### src/rtl/branch_pc_pkg.sv
// rtl/branch_pc_pkg.sv - shared widths, branch FSM encoding and sign-extend helper
package branch_pc_pkg;

   localparam int DATA_W_DEF = 32;
   localparam int OFF_W_DEF  = 19;

   localparam logic [1:0] BR_IDLE   = 2'd0;
   localparam logic [1:0] BR_SETTLE = 2'd1;
   localparam logic [1:0] BR_SAMPLE = 2'd2;
   localparam logic [1:0] BR_COMMIT = 2'd3;

   // Shared with the immediate path: two's complement C field to a full word.
   function automatic logic [DATA_W_DEF-1:0] sext_off(input logic [OFF_W_DEF-1:0] off);
      return {{(DATA_W_DEF-OFF_W_DEF){off[OFF_W_DEF-1]}}, off};
   endfunction

endpackage

### src/rtl/branch_pc_if.sv
// rtl/branch_pc_if.sv - control/datapath bundle between sequencer and PC unit
interface branch_pc_if
   import branch_pc_pkg::*;
#(
   parameter int DATA_W = DATA_W_DEF,
   parameter int OFF_W  = OFF_W_DEF,
   parameter int CNT_W  = 16
);
   logic [DATA_W-1:0] busMuxOut;
   logic              PCin;
   logic              IncPC;
   logic              brStart;
   logic [OFF_W-1:0]  brOffset;
   logic              conditionMet;
   logic [DATA_W-1:0] pcOut;
   logic              brBusy;
   logic              brDone;
   logic              brTaken;
   logic [CNT_W-1:0]  takenCnt;
   logic [CNT_W-1:0]  notTakenCnt;

   modport master (
      output busMuxOut, PCin, IncPC, brStart, brOffset, conditionMet,
      input  pcOut, brBusy, brDone, brTaken, takenCnt, notTakenCnt
   );

   modport slave (
      input  busMuxOut, PCin, IncPC, brStart, brOffset, conditionMet,
      output pcOut, brBusy, brDone, brTaken, takenCnt, notTakenCnt
   );
endinterface

### src/rtl/branch_pc_unit_sat_counter.sv
// rtl/branch_pc_unit_sat_counter.sv - saturating up-counter for branch statistics
module sat_counter #(
   parameter int CNT_W = 16
) (
   input  logic             clock,
   input  logic             clear,
   input  logic             inc,
   output logic [CNT_W-1:0] count
);
   logic [CNT_W-1:0] count_q;

   always_ff @(posedge clock or posedge clear) begin
      if (clear) begin
         count_q <= '0;
      end else if (inc && (count_q != '1)) begin
         count_q <= count_q + 1'b1;
      end
   end

   assign count = count_q;
endmodule

### src/rtl/branch_pc_unit.sv
// rtl/branch_pc_unit.sv - PC register with four-phase branch commit and taken statistics
module branch_pc_unit
   import branch_pc_pkg::*;
#(
   parameter int                DATA_W   = DATA_W_DEF,
   parameter int                OFF_W    = OFF_W_DEF,
   parameter int                CNT_W    = 16,
   parameter logic [DATA_W-1:0] RESET_PC = '0
) (
   input  logic     clock,
   input  logic     clear,
   branch_pc_if.slave bif
);
   typedef enum logic [1:0] {
      ST_IDLE   = BR_IDLE,
      ST_SETTLE = BR_SETTLE,
      ST_SAMPLE = BR_SAMPLE,
      ST_COMMIT = BR_COMMIT
   } br_state_e;

   br_state_e         state_q;
   logic [DATA_W-1:0] pc_q;
   logic [OFF_W-1:0]  off_q;
   logic              take_q;
   logic              taken_q;
   logic              done_q;
   logic [DATA_W-1:0] target_d;
   logic              commit_d;
   logic              inc_taken_d;
   logic              inc_not_taken_d;

   assign target_d        = pc_q + sext_off(off_q);
   // A PCin on the commit edge aborts, so the statistics must not move either.
   assign commit_d        = (state_q == ST_COMMIT) && !bif.PCin;
   assign inc_taken_d     = commit_d && take_q;
   assign inc_not_taken_d = commit_d && !take_q;

   always_ff @(posedge clock or posedge clear) begin
      if (clear) begin
         state_q <= ST_IDLE;
         pc_q    <= RESET_PC;
         off_q   <= '0;
         take_q  <= 1'b0;
         taken_q <= 1'b0;
         done_q  <= 1'b0;
      end else begin
         done_q <= 1'b0;
         if (bif.PCin) begin
            pc_q    <= bif.busMuxOut;
            state_q <= ST_IDLE;
         end else begin
            case (state_q)
               ST_IDLE: begin
                  if (bif.brStart) begin
                     off_q   <= bif.brOffset;
                     state_q <= ST_SETTLE;
                  end else if (bif.IncPC) begin
                     pc_q <= pc_q + 1'b1;
                  end
               end
               ST_SETTLE: state_q <= ST_SAMPLE;
               ST_SAMPLE: begin
                  take_q  <= bif.conditionMet;
                  state_q <= ST_COMMIT;
               end
               ST_COMMIT: begin
                  if (take_q) pc_q <= target_d;
                  taken_q <= take_q;
                  done_q  <= 1'b1;
                  state_q <= ST_IDLE;
               end
               default: state_q <= ST_IDLE;
            endcase
         end
      end
   end

   sat_counter #(.CNT_W(CNT_W)) u_taken_cnt (
      .clock (clock),
      .clear (clear),
      .inc   (inc_taken_d),
      .count (bif.takenCnt)
   );

   sat_counter #(.CNT_W(CNT_W)) u_not_taken_cnt (
      .clock (clock),
      .clear (clear),
      .inc   (inc_not_taken_d),
      .count (bif.notTakenCnt)
   );

   assign bif.pcOut   = pc_q;
   assign bif.brBusy  = (state_q != ST_IDLE);
   assign bif.brDone  = done_q;
   assign bif.brTaken = taken_q;
endmodule

### src/flat_wrapper.sv
// flat-port wrapper written by rule: the top's interface ports become plain ports
module branch_pc_unit_flat import branch_pc_pkg::*;
#(
   parameter int                DATA_W   = DATA_W_DEF,
   parameter int                OFF_W    = OFF_W_DEF,
   parameter int                CNT_W    = 16,
   parameter logic [DATA_W-1:0] RESET_PC = '0
)
  (clock, clear, bif_busMuxOut, bif_PCin, bif_IncPC, bif_brStart, bif_brOffset, bif_conditionMet, bif_pcOut, bif_brBusy, bif_brDone, bif_brTaken, bif_takenCnt, bif_notTakenCnt);
  branch_pc_if #(.DATA_W(DATA_W), .OFF_W(OFF_W), .CNT_W(CNT_W)) bif_i ();
  input  logic clock;
  input  logic clear;
  input wire logic [$bits(bif_i.busMuxOut)-1:0] bif_busMuxOut;
  input wire logic [$bits(bif_i.PCin)-1:0] bif_PCin;
  input wire logic [$bits(bif_i.IncPC)-1:0] bif_IncPC;
  input wire logic [$bits(bif_i.brStart)-1:0] bif_brStart;
  input wire logic [$bits(bif_i.brOffset)-1:0] bif_brOffset;
  input wire logic [$bits(bif_i.conditionMet)-1:0] bif_conditionMet;
  output wire logic [$bits(bif_i.pcOut)-1:0] bif_pcOut;
  output wire logic [$bits(bif_i.brBusy)-1:0] bif_brBusy;
  output wire logic [$bits(bif_i.brDone)-1:0] bif_brDone;
  output wire logic [$bits(bif_i.brTaken)-1:0] bif_brTaken;
  output wire logic [$bits(bif_i.takenCnt)-1:0] bif_takenCnt;
  output wire logic [$bits(bif_i.notTakenCnt)-1:0] bif_notTakenCnt;
  assign bif_i.busMuxOut = bif_busMuxOut;
  assign bif_i.PCin = bif_PCin;
  assign bif_i.IncPC = bif_IncPC;
  assign bif_i.brStart = bif_brStart;
  assign bif_i.brOffset = bif_brOffset;
  assign bif_i.conditionMet = bif_conditionMet;
  assign bif_pcOut = bif_i.pcOut;
  assign bif_brBusy = bif_i.brBusy;
  assign bif_brDone = bif_i.brDone;
  assign bif_brTaken = bif_i.brTaken;
  assign bif_takenCnt = bif_i.takenCnt;
  assign bif_notTakenCnt = bif_i.notTakenCnt;
  branch_pc_unit #(.DATA_W(DATA_W), .OFF_W(OFF_W), .CNT_W(CNT_W), .RESET_PC(RESET_PC)) u_core (.clock(clock), .clear(clear), .bif(bif_i));
endmodule
### config.mk
export PLATFORM = sky130hd
export DESIGN_NAME = branch_pc_unit_flat
export DESIGN_NICKNAME = d
export VERILOG_FILES = /design/src/rtl/branch_pc_pkg.sv /design/src/rtl/branch_pc_if.sv /design/src/rtl/branch_pc_unit_sat_counter.sv /design/src/rtl/branch_pc_unit.sv /design/src/flat_wrapper.sv
export SDC_FILE = /design/constraint.sdc
export NUM_CORES = 1
export LEC_CHECK = 0
export ABC_AREA = 0
export BUFFER_PORTS_ARGS = -buffer_cell sky130_fd_sc_hd__buf_2
export CAP_MARGIN = 10
export CORE_MARGIN = 8
export CORE_UTILIZATION = 60
export DETAILED_ROUTE_END_ITERATION = 12
export GPL_TIMING_DRIVEN = 0
export PLACE_DENSITY = 0.95
export SYNTH_ARGS = -nofsm -noshare
export SYNTH_HDL_FRONTEND = slang
export SYNTH_SLANG_ARGS = --single-unit
### constraint.sdc
create_clock -name clock -period 9.2 [get_ports clock]
set_input_delay 1.84 -clock clock [delete_from_list [all_inputs] [get_ports clock]]
set_output_delay 1.84 -clock clock [all_outputs]
set_load 0.01 [all_outputs]
# ---- Word-level counts from Yosys, hierarchy flattened
# Cells that the tools add are included.
# W data, S select, Z words.
dict set report word_totals {
  wordCells 46
  out_inout_bits 67
  reg_bits 88
  inputBits 57
}
dict set report op_classes {
  add_sub_neg 4
  reduce_logical 14
  bitwise_logic 1
  mux 10
  eq_ne 9
}
# op count
set op_table {}
lappend op_table {{$mux W32} 4}
lappend op_table {{$pmux W32 S2} 1}
lappend op_table {{$add A16 B1 Y16 const B} 2}
lappend op_table {{$add A32 B1 Y32 const B} 1}
lappend op_table {{$add A32 B32 Y32} 1}
lappend op_table {{$ne A16 B16 Y1 const B} 2}
lappend op_table {{$ne A3 B3 Y1 const B} 3}
lappend op_table {{$pmux W2 S4} 1}
lappend op_table {{$logic_and A1 B1 Y1} 5}
lappend op_table {{$eq A2 B2 Y1 const B} 2}
lappend op_table {{$mux W2} 2}
lappend op_table {{$reduce_and A2 Y1} 2}
lappend op_table {{$reduce_and A4 Y1} 1}
lappend op_table {{$ne A3 B2 Y1 const B} 1}
lappend op_table {{$reduce_and A3 Y1} 1}
lappend op_table {{$reduce_bool A3 Y1} 1}
lappend op_table {{$eq A2 B1 Y1 const B} 1}
lappend op_table {{$logic_not A1 Y1} 2}
lappend op_table {{$logic_not A2 Y1} 1}
lappend op_table {{$mux W1} 2}
lappend op_table {{$reduce_bool A2 Y1} 1}
lappend op_table {{$not A1 Y1} 1}

# ---- Depth between registers and ports, before layout
# Gate-level depths: netlist of the first run.
dict set report logic_depth {
  word_depth 5
  depth_mapped 14
  ltp_nobuf 11
}

# ---- Cells and area by module
# From an unflattened synthesis of the first run, not the netlist that was laid out.
dict set report hier_totals {
  hier_cells 621
  area_unflattened_um2 5779.3
}
# module cells_each instances area_each_um2 seq_area_each_um2
set by_module_without_submodules {}
lappend by_module_without_submodules {branch_pc_unit 479 1 4167.7 1401.3}
lappend by_module_without_submodules {sat_counter 71 2 805.8 400.4}

# ---- Worst setup path before layout of the first run
# No wires, ideal clock.
dict set report synth_path {
  kind {register -> register}
  startpoint {register u_core.state_q[0]}
  endpoint {register u_core.pc_q[24] (netlist: u_core.bif.pcOut[24])}
  setup_slack_ns 5.645
  setup_time_ns 0.087
  n_path_buf 2
  path_stages_with_launch 14
  t_arrival_ns 3.469
  synth_period_minus_slack_ns 3.555
  required_time_ns 9.113
  path_cell_list {dfrtp_1 ha_1 clkbuf_1 clkbuf_1 nand2b_1 ha_1 fa_1 a21oi_1 o211ai_1 a311oi_2 o311ai_2 or4b_1 a311o_1 o211ai_1}
}
dict set report synth_via {
  elab_chain_cells 3
  elab_cells_between_ends 9
}
# item line
set synth_lines {}
lappend synth_lines {{from (decl)} branch_pc_unit.sv:21} ;# br_state_e state_q;
lappend synth_lines {{from (signal assigned)} branch_pc_unit.sv:40} ;# state_q <= ST_IDLE;
lappend synth_lines {{from (signal assigned)} branch_pc_unit.sv:50} ;# state_q <= ST_IDLE;
lappend synth_lines {{from (signal assigned)} branch_pc_unit.sv:56} ;# state_q <= ST_SETTLE;
lappend synth_lines {{$eq A2 B2 Y1 / $logic_not A2 Y1 (equally long branches)} branch_pc_unit.sv:52} ;# case (state_q)
lappend synth_lines {{$ne A3 B2 Y1 (no source line) (tied with other cells)} --}
lappend synth_lines {{$reduce_and A4 Y1 (no source line) / $mux W32 (equally long branches)} --}
lappend synth_lines {{to (signal assigned)} branch_pc_unit.sv:49} ;# pc_q <= bif.busMuxOut;
lappend synth_lines {{to (signal assigned)} branch_pc_unit.sv:58} ;# pc_q <= pc_q + 1'b1;
lappend synth_lines {{to (signal assigned)} branch_pc_unit.sv:67} ;# if (take_q) pc_q <= target_d;
lappend synth_lines {{to (decl)} branch_pc_unit.sv:22} ;# logic [DATA_W-1:0] pc_q;
# Several ways; a longest one is shown, not always the timed one.
# A chain may end at the register's enable or synchronous reset.

# ---- Final worst setup path of the first run
dict set report layout_path {
  startpoint {register u_core.state_q[0]}
  endpoint {register u_core.pc_q[23] (netlist: u_core.bif.pcOut[23])}
}
# The elaborated chain is that of the path after synthesis.

==> results of run 1 <==
[where the power goes]
group | total (mW) | internal, mW | switching (mW)
clock | 0.298 | 0.131 | 0.167
combinational | 0.760 | 0.290 | 0.470
sequential | 0.575 | 0.487 | 0.0879
total | 1.63 | 0.907 | 0.725
[cell type report]
class	count	area (um2)	area share, %
multi-input combinational	525	3500	50.5
sequential	88	2200	31.8
timing repair buffer	124	643	9.28
tap	133	166	2.40
buffer	33	126	1.82
clock buffer	9	124	1.79
clock inverter	7	87.6	1.26
inverter	20	77.6	1.12
[kinds of logic (layout without fill, tap and decap cells)]
logic type | Yosys count | in the layout
DFF | 88 | 88
xor gates and xnor gates | 43 | 43
and+or+nand+nor | 262 | 262
buffers and inverters | 53 | 193
AOI/OAI and AO/OA | 165 | 165
muxes | 31 | 31
adders and majority gates | 24 | 24
[metrics by stage]
step	setup WS, ns	utilization (%)	power (mW)
finish	4.67	71.5	1.63
detailed placement	4.87	69.3	1.32
global placement	4.15	69.0	1.29
global route	4.50	71.5	1.72
CTS	4.82	71.5	1.62
floorplan	5.08	-	1.06
[sequential cells by signal, summed over array words and instances, names as in the netlist]
register                      cells
u_core.take_q                     1
u_core.bif.pcOut                 32
u_core.u_not_taken_cnt.count     16
u_core.bif.brDone                 1
u_core.bif.brTaken                1
u_core.state_q                    2
u_core.off_q                     19
u_core.u_taken_cnt.count         16
[synthesized netlist by cell type, types with 2 or more instances]
master     instances
o221ai_1           2
nor4_1            11
o21ai_0           37
o21ai_1            2
or2_2              2
a21o_1             5
o21a_1             8
a211o_1            3
o22ai_1            2
o31ai_1            6
o21bai_1           5
buf_2              2
o211ai_1           8
o2111ai_1          3
or3_1              6
clkbuf_1          29
nor3_1            20
nand2_1           63
nor2_1            47
and2_1            26
a311o_1            2
or4b_1             4
ha_1              23
mux2_2            21
o41a_1             2
and3_1            10
a211oi_1           9
xor2_1            12
nand3_1           35
nand4_1           11
inv_1             19
a21boi_0           2
dfrtp_1           88
or4_1              5
a31o_2             2
and4_1             7
buf_1              2
nand3b_1           2
mux2i_1           10
a31oi_1            4
or3b_1             2
a21oi_1           42
xnor2_1           31
nand2b_1           5
[worst max path at each step]
stage / startpoint / end / cells after the start
3_5_place_dp: u_core.state_q[0] / u_core.bif.pcOut[23] / 14
5_1_grt: u_core.state_q[0] / u_core.bif.pcOut[23] / 13
3_3_place_gp: clear / u_core.bif.pcOut[31] / 2
2_1_floorplan: clear / u_core.bif.brDone / 1
4_1_cts: u_core.state_q[0] / u_core.bif.pcOut[23] / 13
6_report: u_core.state_q[0] / u_core.bif.pcOut[23] / 13
[layer usage]
layer	track usage (%)	wire length, um	vias up
met4	13.7	793	0
met2	48.8	9330	298
met3	6.25	1460	70
met1	34.8	7710	2895
met5	0	0	-
li1	-	-	2713
==> results by group, run 1 <==
Critical path
  – CP peak stage delay: approximately 0.62 ns
  – Reg2Reg Depth: 13
  – Arrival time at the worst endpoint: 4.79 ns
  – R2R Setup Slk: 4.67 ns
  – Worst Setup End Kind: register
  – Number of buffers and inverters on the critical path: 3
  – Worst path cell trace: ha_1 > clkbuf_1 > clkbuf_1 > clkbuf_1 > and2_1 > ha_1 > o21a_1 > a21oi_1 > a2bb2oi_1 > a31oi_2 > a211oi_1 > nor4_1 > or3b_1
  – Critical path type: reg2reg
  – Critical Path RT: 9.47 ns
  – Delay-heaviest family, CP: compound AO/OA/AOI/OAI gates
  – Worst R2R Start: u_core.state_q[0]
  – RR Endpoint: u_core.bif.pcOut[23]
  – Most Frequent Cell on Critical Path: clkbuf_1
  – Startpoint Class: register
  – Worst-path maximum fanout: 10
  – Slowest stage cell, crit path: a211oi_1

STA
  – Final setup vio count: 0
  – Hold violation total from the final report: 0
  – Tmin final: about 4.5 ns
  – Hold WS: 0.499 ns
  – Period utilisation layout: 49.2%
  – Slew Limit Fails: 0
  – Sum Neg Setup Slack: 0 ns
  – Actual slew at the worst max-slew pin: 0.764 ns
  – FMAX: roughly 220 MHz
  – Worst slew margin: 49.1%
  – Unrepaired setup endpoints after global routing: no
  – Clock Skews: 0.0151 ns

Global route
  – Largest net degree at the start of global routing: 47
  – Initial antenna violation count: 0
  – Vias in the first global route: 6010
  – First-pass GRT wire length: 30.3 mm
  – Remaining global-route overflow: 0
  – Global-route usage over all layers: 29.0%

Yosys
  – Post-synthesis async set-or-reset flop share: 100%
  – Post-Syn Nets: 747
  – Simple-gate area share of the yosys netlist: 23.0%
  – Largest family of logic cells by synthesized area: simple AND/OR/NAND/NOR gates
  – Cell variety after synth: 73
  – Area contributors post-synth: dfrtp_1, ha_1, xnor2_1, mux2_2, nand2_1
  – Synth Area in Adders: 5.21%
  – Post-synthesis compound-gate area fraction: 18.9%
  – Post-Synth XOR/XNOR Area: 6.38%
  – Syn. warnings: 0
  – Cells after Synth: roughly 670
  – EDFF count, synth: 0
  – Post-Syn Area: 0.00590 mm2
  – Sequential area share after synthesis: 37.3%
  – Yosys reg bits: 88
  – Post-synthesis mux area share: 5.70%
  – Primary FF master, synth: dfrtp_1
  – Synth top area share: 37.3%
  – Mean Syn Cell Area: 8.86 um2
  – Post-synth top area cell: dfrtp_1

Placed design
  – # port buffers: between 100 and 150
  – Post-DP Area: ~0.0067 mm2
  – Final HPWL DP: 14.4 mm
  – Cells after DPL: about 900
  – GPL Wtd Cong: 0.964

Cells and area
  – ANT cells: 0
  – Fill cells: about 750
  – Final nets: 882
  – Layout area overhead: 17.3%
  – Layout Cells excl Fill: 939
  – Most frequent cells in the layout: buf_2, dfrtp_1, nand2_1
  – Layout cell share with drive strength beyond 1: 22.2%
  – Design Area, Final: ~0.007 mm2
  – Commonest non-fill, non-tap cell in the layout: buf_2

Clock tree
  – TritonCTS Buffers: 9
  – CTS H-Tree Depth: 3
  – Worst-path clk slew: 0.10 ns
  – CTS Hold Bufs: 0
  – Worst-skew pair later-pin latency: ~0.38 ns
  – Clock sink count: 88
  – Root buf cell: clkbuf_8
  – Max clock buf depth: 2
  – Post-CTS Setup Bufs: 0
  – Post-CTS Resized: 0
  – CTS tree: yes

Floorplanning
  – Die width: 115 um
  – Full die area: 0.0133 mm2
  – Initial Util: 61.0%
  – Core ar.: 0.00968 mm2
  – Die Ht: 115 um
  – Core Rows: 36
  – Num ports: 124

Routing
  – Average wire per standard cell: 20.5 um
  – First-pass detailed-route iteration total: 5
  – Post-route antenna net violation count: 0
  – Drc violations: 0
  – Vias: 5976
  – Total wire length: a little under 20 mm
  – Initial drt markers: 477
  – Vias per Instance: 6.36

Pwr
  – VDD IR-drop max: roughly 170 uV
  – Leak: roughly 3.2 nW
  – PD cells: 236 mW/mm2

Job
  – MaxCap Viol Count: 0

Worst hold path
  – Min-delay src: u_core.u_taken_cnt.count[5]
  – Hold Path End: u_core.u_taken_cnt.count[5]
  – Worst Hold Depth: 1
  – Hold WC Path Type: reg2reg

Status
  – Status: completed
Note: power is estimated with default switching activity, not from simulation.
==> run 2, diff against run 1 <==
--- a/config.mk
+++ b/config.mk
@@ -5,14 +5,14 @@
 export SDC_FILE = /design/constraint.sdc
 export NUM_CORES = 1
 export LEC_CHECK = 0
-export ABC_AREA = 0
+export ABC_AREA = 1
 export BUFFER_PORTS_ARGS = -buffer_cell sky130_fd_sc_hd__buf_2
 export CAP_MARGIN = 10
 export CORE_MARGIN = 8
-export CORE_UTILIZATION = 60
+export CORE_UTILIZATION = 51
 export DETAILED_ROUTE_END_ITERATION = 12
 export GPL_TIMING_DRIVEN = 0
-export PLACE_DENSITY = 0.95
+export PLACE_DENSITY = 0.89
 export SYNTH_ARGS = -nofsm -noshare
 export SYNTH_HDL_FRONTEND = slang
 export SYNTH_SLANG_ARGS = --single-unit
==> constraint.sdc (replaced) <==
create_clock -name clock -period 4.1 [get_ports clock]
set_input_delay 0.82 -clock clock [delete_from_list [all_inputs] [get_ports clock]]
set_output_delay 0.82 -clock clock [all_outputs]
set_load 0.01 [all_outputs]
==> run 2 against run 1 <==
  * Sequential share of layout area down 2.1 points
  * Core utilization shrank 9.9 points
  * Final cell count increased by 35%
  * Flip-flop and latch count did not move
  * Die area increased by 22%
  * Worst hold slack lost 0.018 ns
  * Clock power grew to 2.5 times the previous value
  * Clock skew decreased by 0.0027 ns
  * Non-clock buffer count shrank 8
  * Largest power group unchanged
  * Highest routed layer unchanged
==> results by group, run 2 <==
Cells and area
  – Max reg flops: 32
  – Layout area overhead: 17.7%
  – Layout cell share with drive strength beyond 1: 14.5%
  – Final nets: 1179
  – Design Area, Final: roughly 0.0074 mm2
  – Most frequent cells in the layout: nand2_1, buf_2, inv_1
  – Core Util, Final: a little over 60%
  – Layout Cells excl Fill: ~1300
  – Commonest non-fill, non-tap cell in the layout: nand2_1

Worst hold path
  – Hold WC Path Type: in2async

Critical path
  – Arrival time at the worst endpoint: 3.82 ns
  – Startpoint Class: register
  – Worst R2R Start: u_core.state_q[1]
  – Critical path type: reg2reg
  – Number of buffers and inverters on the critical path: 2
  – Worst-path maximum fanout: 19
  – Worst Setup SP: u_core.state_q[1]
  – Most Frequent Cell on Critical Path: nand2_1
  – Critical Path RT: 4.33 ns
  – Delay-heaviest family, CP: simple AND/OR/NAND/NOR gates
  – Worst Setup End Kind: register
  – Slowest stage cell, crit path: fa_1
  – Worst path cell trace: ha_1 > buf_2 > buf_2 > nand2_1 > ha_1 > fa_1 > nand3_1 > nand3_1 > nand3_1 > nand3_1 > nand2_1 > nand2_1 > nand2_1 > nand2_1 > nand2_1 > nand3_1 > nand2_1 > nand2_1
  – CP peak stage delay: 0.43 ns

Pwr
  – Comb power frac: 48.6%
  – P_int: 2.29 mW
  – Sequential share of power: between 30% and 40%
  – PD cells: 572 mW/mm2
  – Clk pwr share: 17.8%
  – Total net switching power: between 1.5 and 2 mW
  – VDD IR-drop max: approximately 330 uV
  – Leak: 4.35 nW
  – Net Sw Frac: a little under half

Yosys
  – Synth top area share: 34.9%
  – EDFF count, synth: 0
  – Sequential area share after synthesis: 34.9%
  – Post-synthesis async set-or-reset flop share: between 90% and 100%
  – Count leader, synth: nand2_1
  – Syn. warnings: 0
  – Yosys reg bits: 88
  – Cell variety after synth: 33
  – Area contributors post-synth: dfrtp_1, nand2_1, inv_1, nand3_1, nor2_1
  – Synth top cells by count: nand2_1, inv_1, nor2_1, dfrtp_1, nand3_1
  – Post-Syn Area: 0.00631 mm2
  – Cells after Synth: between 900 and 1000
  – Post-synth top area cell: dfrtp_1
  – Post-Syn Nets: 1046
  – Mean Syn Cell Area: around 6.5 um2
  – Primary FF master, synth: dfrtp_1

Routing
  – Initial drt markers: 477
  – Vias per Instance: ~5.3
  – Total wire length: between 15 and 20 mm
  – Post-route antenna net violation count: 0
  – Average wire per standard cell: 15.2 um
  – Drc violations: 0
  – Vias: 6689
  – First-pass detailed-route iteration total: 5

Floorplanning
  – Num ports: around 120
  – Die Ht: between 100 and 150 um
  – Die width: 127 um
  – Initial Util: 52.3%
  – Core Rows: 40
  – Core ar.: 0.0121 mm2
  – Full die area: 0.0162 mm2

Job
  – MaxCap Viol Count: 0

STA
  – Period utilisation layout: 87.4%
  – Unrepaired setup endpoints after global routing: no
  – Worst slew margin: 56.5%
  – FMAX: 279 MHz
  – Hold violation total from the final report: 0
  – Actual slew at the worst max-slew pin: about 0.65 ns
  – Sum Neg Setup Slack: 0 ns
  – Tmin final: 3.58 ns
  – Clock Skews: 0.0124 ns
  – Final setup vio count: 0
  – Slew Limit Fails: 0

Clock tree
  – CTS H-Tree Depth: 3
  – Worst-path clk slew: 0.06 ns
  – TritonCTS Buffers: 9
  – Clock sink count: 88
  – Worst-skew pair later-pin latency: 0.35 ns
  – Root buf cell: clkbuf_16
  – Max clock buf depth: 2
  – CTS Hold Bufs: 0
  – Post-CTS Resized: 0
  – Post-CTS Setup Bufs: 0
  – CTS tree: yes

Placed design
  – Post-DP Area: 0.00716 mm2
  – Final HPWL DP: 15.3 mm
  – GPL Wtd Cong: between 0.9 and 1
  – Cells after DPL: 1256
  – # port buffers: 122

Global route
  – Remaining global-route overflow: 0
  – M1 GR Usage: 30.8%
  – Largest net degree at the start of global routing: 56
  – Global-route usage over all layers: roughly a quarter
  – Grt met2 use: 40.5%
  – Initial antenna violation count: 1
  – First-pass GRT wire length: approximately 32 mm
  – Vias in the first global route: 6679
  – Met3 usage: approximately 4.8%
  – Top Usage Layer GRT: met2

Status
  – Status: completed
## run 2: final timing paths
kind | end | slack [ns] | depth (start not counted)
min in group clock | u_core.off_q[4] | 0.49 | 2
worst min-delay path | u_core.u_taken_cnt.count[0] | 0.48 | 2
worst max register to register | u_core.bif.pcOut[24] | 0.52 | 18
worst min register to register | u_core.off_q[4] | 0.49 | 2
worst max-delay path | u_core.bif.pcOut[24] | 0.52 | 18
max in group asynchronous | u_core.bif.pcOut[19] | 3.00 | 3
## run 2: cells by family after synthesis
| group | Yosys count | share of synthesized area, % |
|---|---|---|
| and+or+nand+nor | 568 | 36.5 |
| xor gates and xnor gates | 43 | 5.97 |
| buffers and inverters | 154 | 9.77 |
| AOI/OAI and AO/OA | 88 | 8.01 |
| adders and majority gates | 24 | 4.88 |
| DFF | 88 | 34.9 |
## run 2: layout make-up
type                       instances  area [um2]
inverter                         127         482
sequential                        88        2200
timing repair buffer             123         638
clock inverter                     4        31.3
fill                            1137        4630
tap                              168         210
antenna                            2        5.00
buffer                            26         134
clock buffer                      11         233
multi-input combinational        723        3490
## run 2: metal layers
layer / vias to the layer above / wire length [um]
met5: - / 0
met4: 0 / 507
met3: 37 / 1440
met2: 227 / 9060
met1: 3130 / 8300
li1: 3295 / -
## run 2: worst register-to-register path, stage by stage (launching register included)
cell and delay, ns:
dfrtp_1 0.36, ha_1 0.29, buf_2 0.31, buf_2 0.39, nand2_1 0.11, ha_1 0.22, fa_1 0.43, nand3_1 0.11
nand3_1 0.20, nand3_1 0.13, nand3_1 0.25, nand2_1 0.13, nand2_1 0.10, nand2_1 0.10, nand2_1 0.05, nand2_1 0.05
nand3_1 0.09, nand2_1 0.09, nand2_1 0.05
## run 2: through the flow
step / worst slack (ns) / hold slack [ns] / power (mW)
final: 0.516 / 0.481 / 4.25
after global routing: 0.239 / 0.510 / 4.59
after CTS: 0.321 / 0.486 / 4.24
after detailed placement: 0.370 / 0.468 / 3.47
after global placement: -0.0688 / 0.464 / 3.40
after floorplan: 1.00 / 0.449 / 2.78
## run 2: power by group through the flow
stage / combinational [mW] / clock [mW] / sequential (mW)
after floorplan: 1.33 / 0 / 1.46
after global placement: 1.98 / 0 / 1.42
after detailed placement: 2.04 / 0 / 1.43
after CTS: 2.05 / 0.768 / 1.42
after global routing: 2.33 / 0.799 / 1.46
final: 2.07 / 0.755 / 1.43
==> run 3, diff against run 2 <==
--- a/config.mk
+++ b/config.mk
@@ -9,10 +9,11 @@
 export BUFFER_PORTS_ARGS = -buffer_cell sky130_fd_sc_hd__buf_2
 export CAP_MARGIN = 10
 export CORE_MARGIN = 8
-export CORE_UTILIZATION = 51
+export CORE_UTILIZATION = 40
 export DETAILED_ROUTE_END_ITERATION = 12
 export GPL_TIMING_DRIVEN = 0
-export PLACE_DENSITY = 0.89
+export MAX_ROUTING_LAYER = met4
+export PLACE_DENSITY = 0.74
 export SYNTH_ARGS = -nofsm -noshare
 export SYNTH_HDL_FRONTEND = slang
 export SYNTH_SLANG_ARGS = --single-unit
==> run 3 against run 2 <==
  * Global-route usage decreased by 3.9 points
  * Routed wire length increased by 1.7%
  * Flip-flop and latch count unchanged
  * Die area increased by 24%
  * Final cell count increased by 4.0%
  * Clock skew decreased by 0.0016 ns
  * Sequential share of layout area decreased by 0.31 points
  * Largest cell class unchanged
  * Largest power group unchanged
==> results by group, run 3 (same netlist as run 2, synthesis figures left out) <==
STA
  – Slew Limit Fails: 0
  – Hold WS: 0.481 ns
  – Clock Skews: 0.0108 ns
  – Sum Neg Setup Slack: 0 ns
  – Tmin final: 3.76 ns
  – Final setup vio count: 0
  – Period utilisation layout: 91.8%
  – Hold violation total from the final report: 0
  – FMAX: 266 MHz
  – Worst slew margin: roughly 56%
  – Unrepaired setup endpoints after global routing: no
  – Actual slew at the worst max-slew pin: 0.656 ns

Routing
  – Vias: 6415
  – Total wire length: between 15 and 20 mm
  – Vias per Instance: 4.85
  – Post-route antenna net violation count: 0
  – Initial drt markers: 369
  – Drc violations: 0
  – First-pass detailed-route iteration total: 5
  – Average wire per standard cell: around 15 um

Critical path
  – Worst-path maximum fanout: 10
  – R2R Setup Slk: 0.34 ns
  – Arrival time at the worst endpoint: 4.00 ns
  – Critical Path RT: 4.34 ns
  – Worst Setup End Kind: register
  – Critical path type: reg2reg
  – Startpoint Class: register

Worst hold path
  – Hold WC Path Type: reg2reg

Global route
  – Initial antenna violation count: 3
  – First-pass GRT wire length: 31.9 mm
  – Remaining global-route overflow: 0
  – Grt met2 use: 33.9%
  – Met3 usage: 3.53%
  – Global-route usage over all layers: approximately a fifth
  – M1 GR Usage: about a quarter
  – Largest net degree at the start of global routing: 56
  – Vias in the first global route: approximately 6400
  – Top Usage Layer GRT: met2

Clock tree
  – CTS H-Tree Depth: 3
  – Worst-skew pair later-pin latency: 0.35 ns
  – Worst-path clk slew: ~0.060 ns
  – TritonCTS Buffers: 9
  – Clock sink count: 88
  – Max clock buf depth: 2
  – CTS Hold Bufs: 0
  – CTS tree: yes
  – Post-CTS Setup Bufs: 0
  – Root buf cell: clkbuf_16
  – Post-CTS Resized: 0

Cells and area
  – Fill cells: between 1500 and 2000
  – Multi-input gate area: 0.00349 mm2
  – Final nets: 1180
  – Core Util, Final: 47.9%
  – Design Area, Final: 0.00751 mm2
  – Commonest non-fill, non-tap cell in the layout: nand2_1
  – Layout Cells excl Fill: 1323
  – Layout area overhead: 18.9%
  – Layout cell share with drive strength beyond 1: 14.6%
  – Max reg flops: 32
  – Storage cell area: 0.00220 mm2
  – Most frequent cells in the layout: nand2_1, buf_2, inv_1

Floorplanning
  – Die Ht: approximately 140 um
  – Initial Util: between 40% and 50%
  – Full die area: about 0.02 mm2
  – Num ports: around 120
  – Core ar.: 0.0157 mm2
  – Die width: 142 um
  – Core Rows: 46

Placed design
  – Cells after DPL: 1304
  – GPL Wtd Cong: just over 0.9
  – # port buffers: 122
  – Post-DP Area: 0.00722 mm2
  – Final HPWL DP: ~16 mm

Pwr
  – Leak: 4.37 nW
  – PD cells: 568 mW/mm2
  – VDD IR-drop max: roughly 250 uV

Job
  – MaxCap Viol Count: 0

Status
  – Status: completed
run 3: cell count changes in the layout (fill, tap and decap cells not counted), sizes merged:
cell      delta
clkbuf       +1
clkinv       +3
clkinvlp     -2
diode        +1
buf          +1
inv          -1
run 3: area by class of cell:
cell class | instances | area share [%]
clock inverters | 4 | 0.400
flip-flops and latches | 88 | 29.3
repair buffers | 123 | 8.50
diodes | 3 | 0.100
clock buffers | 12 | 3.28
well taps | 216 | 3.60
multi-input cells | 723 | 46.5
plain buffers | 27 | 1.83
inverters | 127 | 6.42
run 3: layer usage:
metal,wire length (um),vias to the layer above,share of wire [%]
li1,-,3294,-
met1,9000,2921,46
met2,9200,178,47
met3,1050,22,5.3
met4,381,0,1.9
met5,0,-,0
run 3: per-stage QoR:
stage                     setup WS, ns  total power [mW]
after floorplan                   1.00              2.78
after global placement          -0.225              3.43
after detailed placement         0.388              3.47
after CTS                        0.364              4.29
after global routing            0.0188              4.62
final                            0.335              4.26
run 3: path summary, 6_finish.rpt:
kind | end | cells past startpoint | start
setup / recovery | u_core.bif.pcOut[24] | 19 | u_core.state_q[1]
hold / removal | u_core.off_q[12] | 2 | u_core.off_q[12]
setup reg to reg | u_core.bif.pcOut[24] | 19 | u_core.state_q[1]
hold reg to reg | u_core.off_q[12] | 2 | u_core.off_q[12]
max in group asynchronous | u_core.off_q[4] | 3 | clear
min in group asynchronous | u_core.bif.pcOut[23] | 2 | clear
run 3: power breakdown:
part	switching (mW)	total, mW	internal [mW]
logic	1.33	2.06	0.728
registers	0.262	1.42	1.16
clock network	0.357	0.786	0.429
total	1.95	4.26	2.31
run 3: worst max-delay path, stage by stage (launching register included):
cell,delay (ns)
dfrtp_1,0.39
ha_1,0.27
buf_2,0.30
buf_2,0.30
buf_1,0.34
nand2_1,0.11
ha_1,0.22
fa_1,0.42
nand3_1,0.11
nand3_1,0.18
nand3_1,0.12
nand3_1,0.24
nand2_1,0.13
nand2_1,0.10
nand2_1,0.10
nand2_1,0.05
nand2_1,0.06
nand3_1,0.08
nand2_1,0.09
nand2_1,0.05
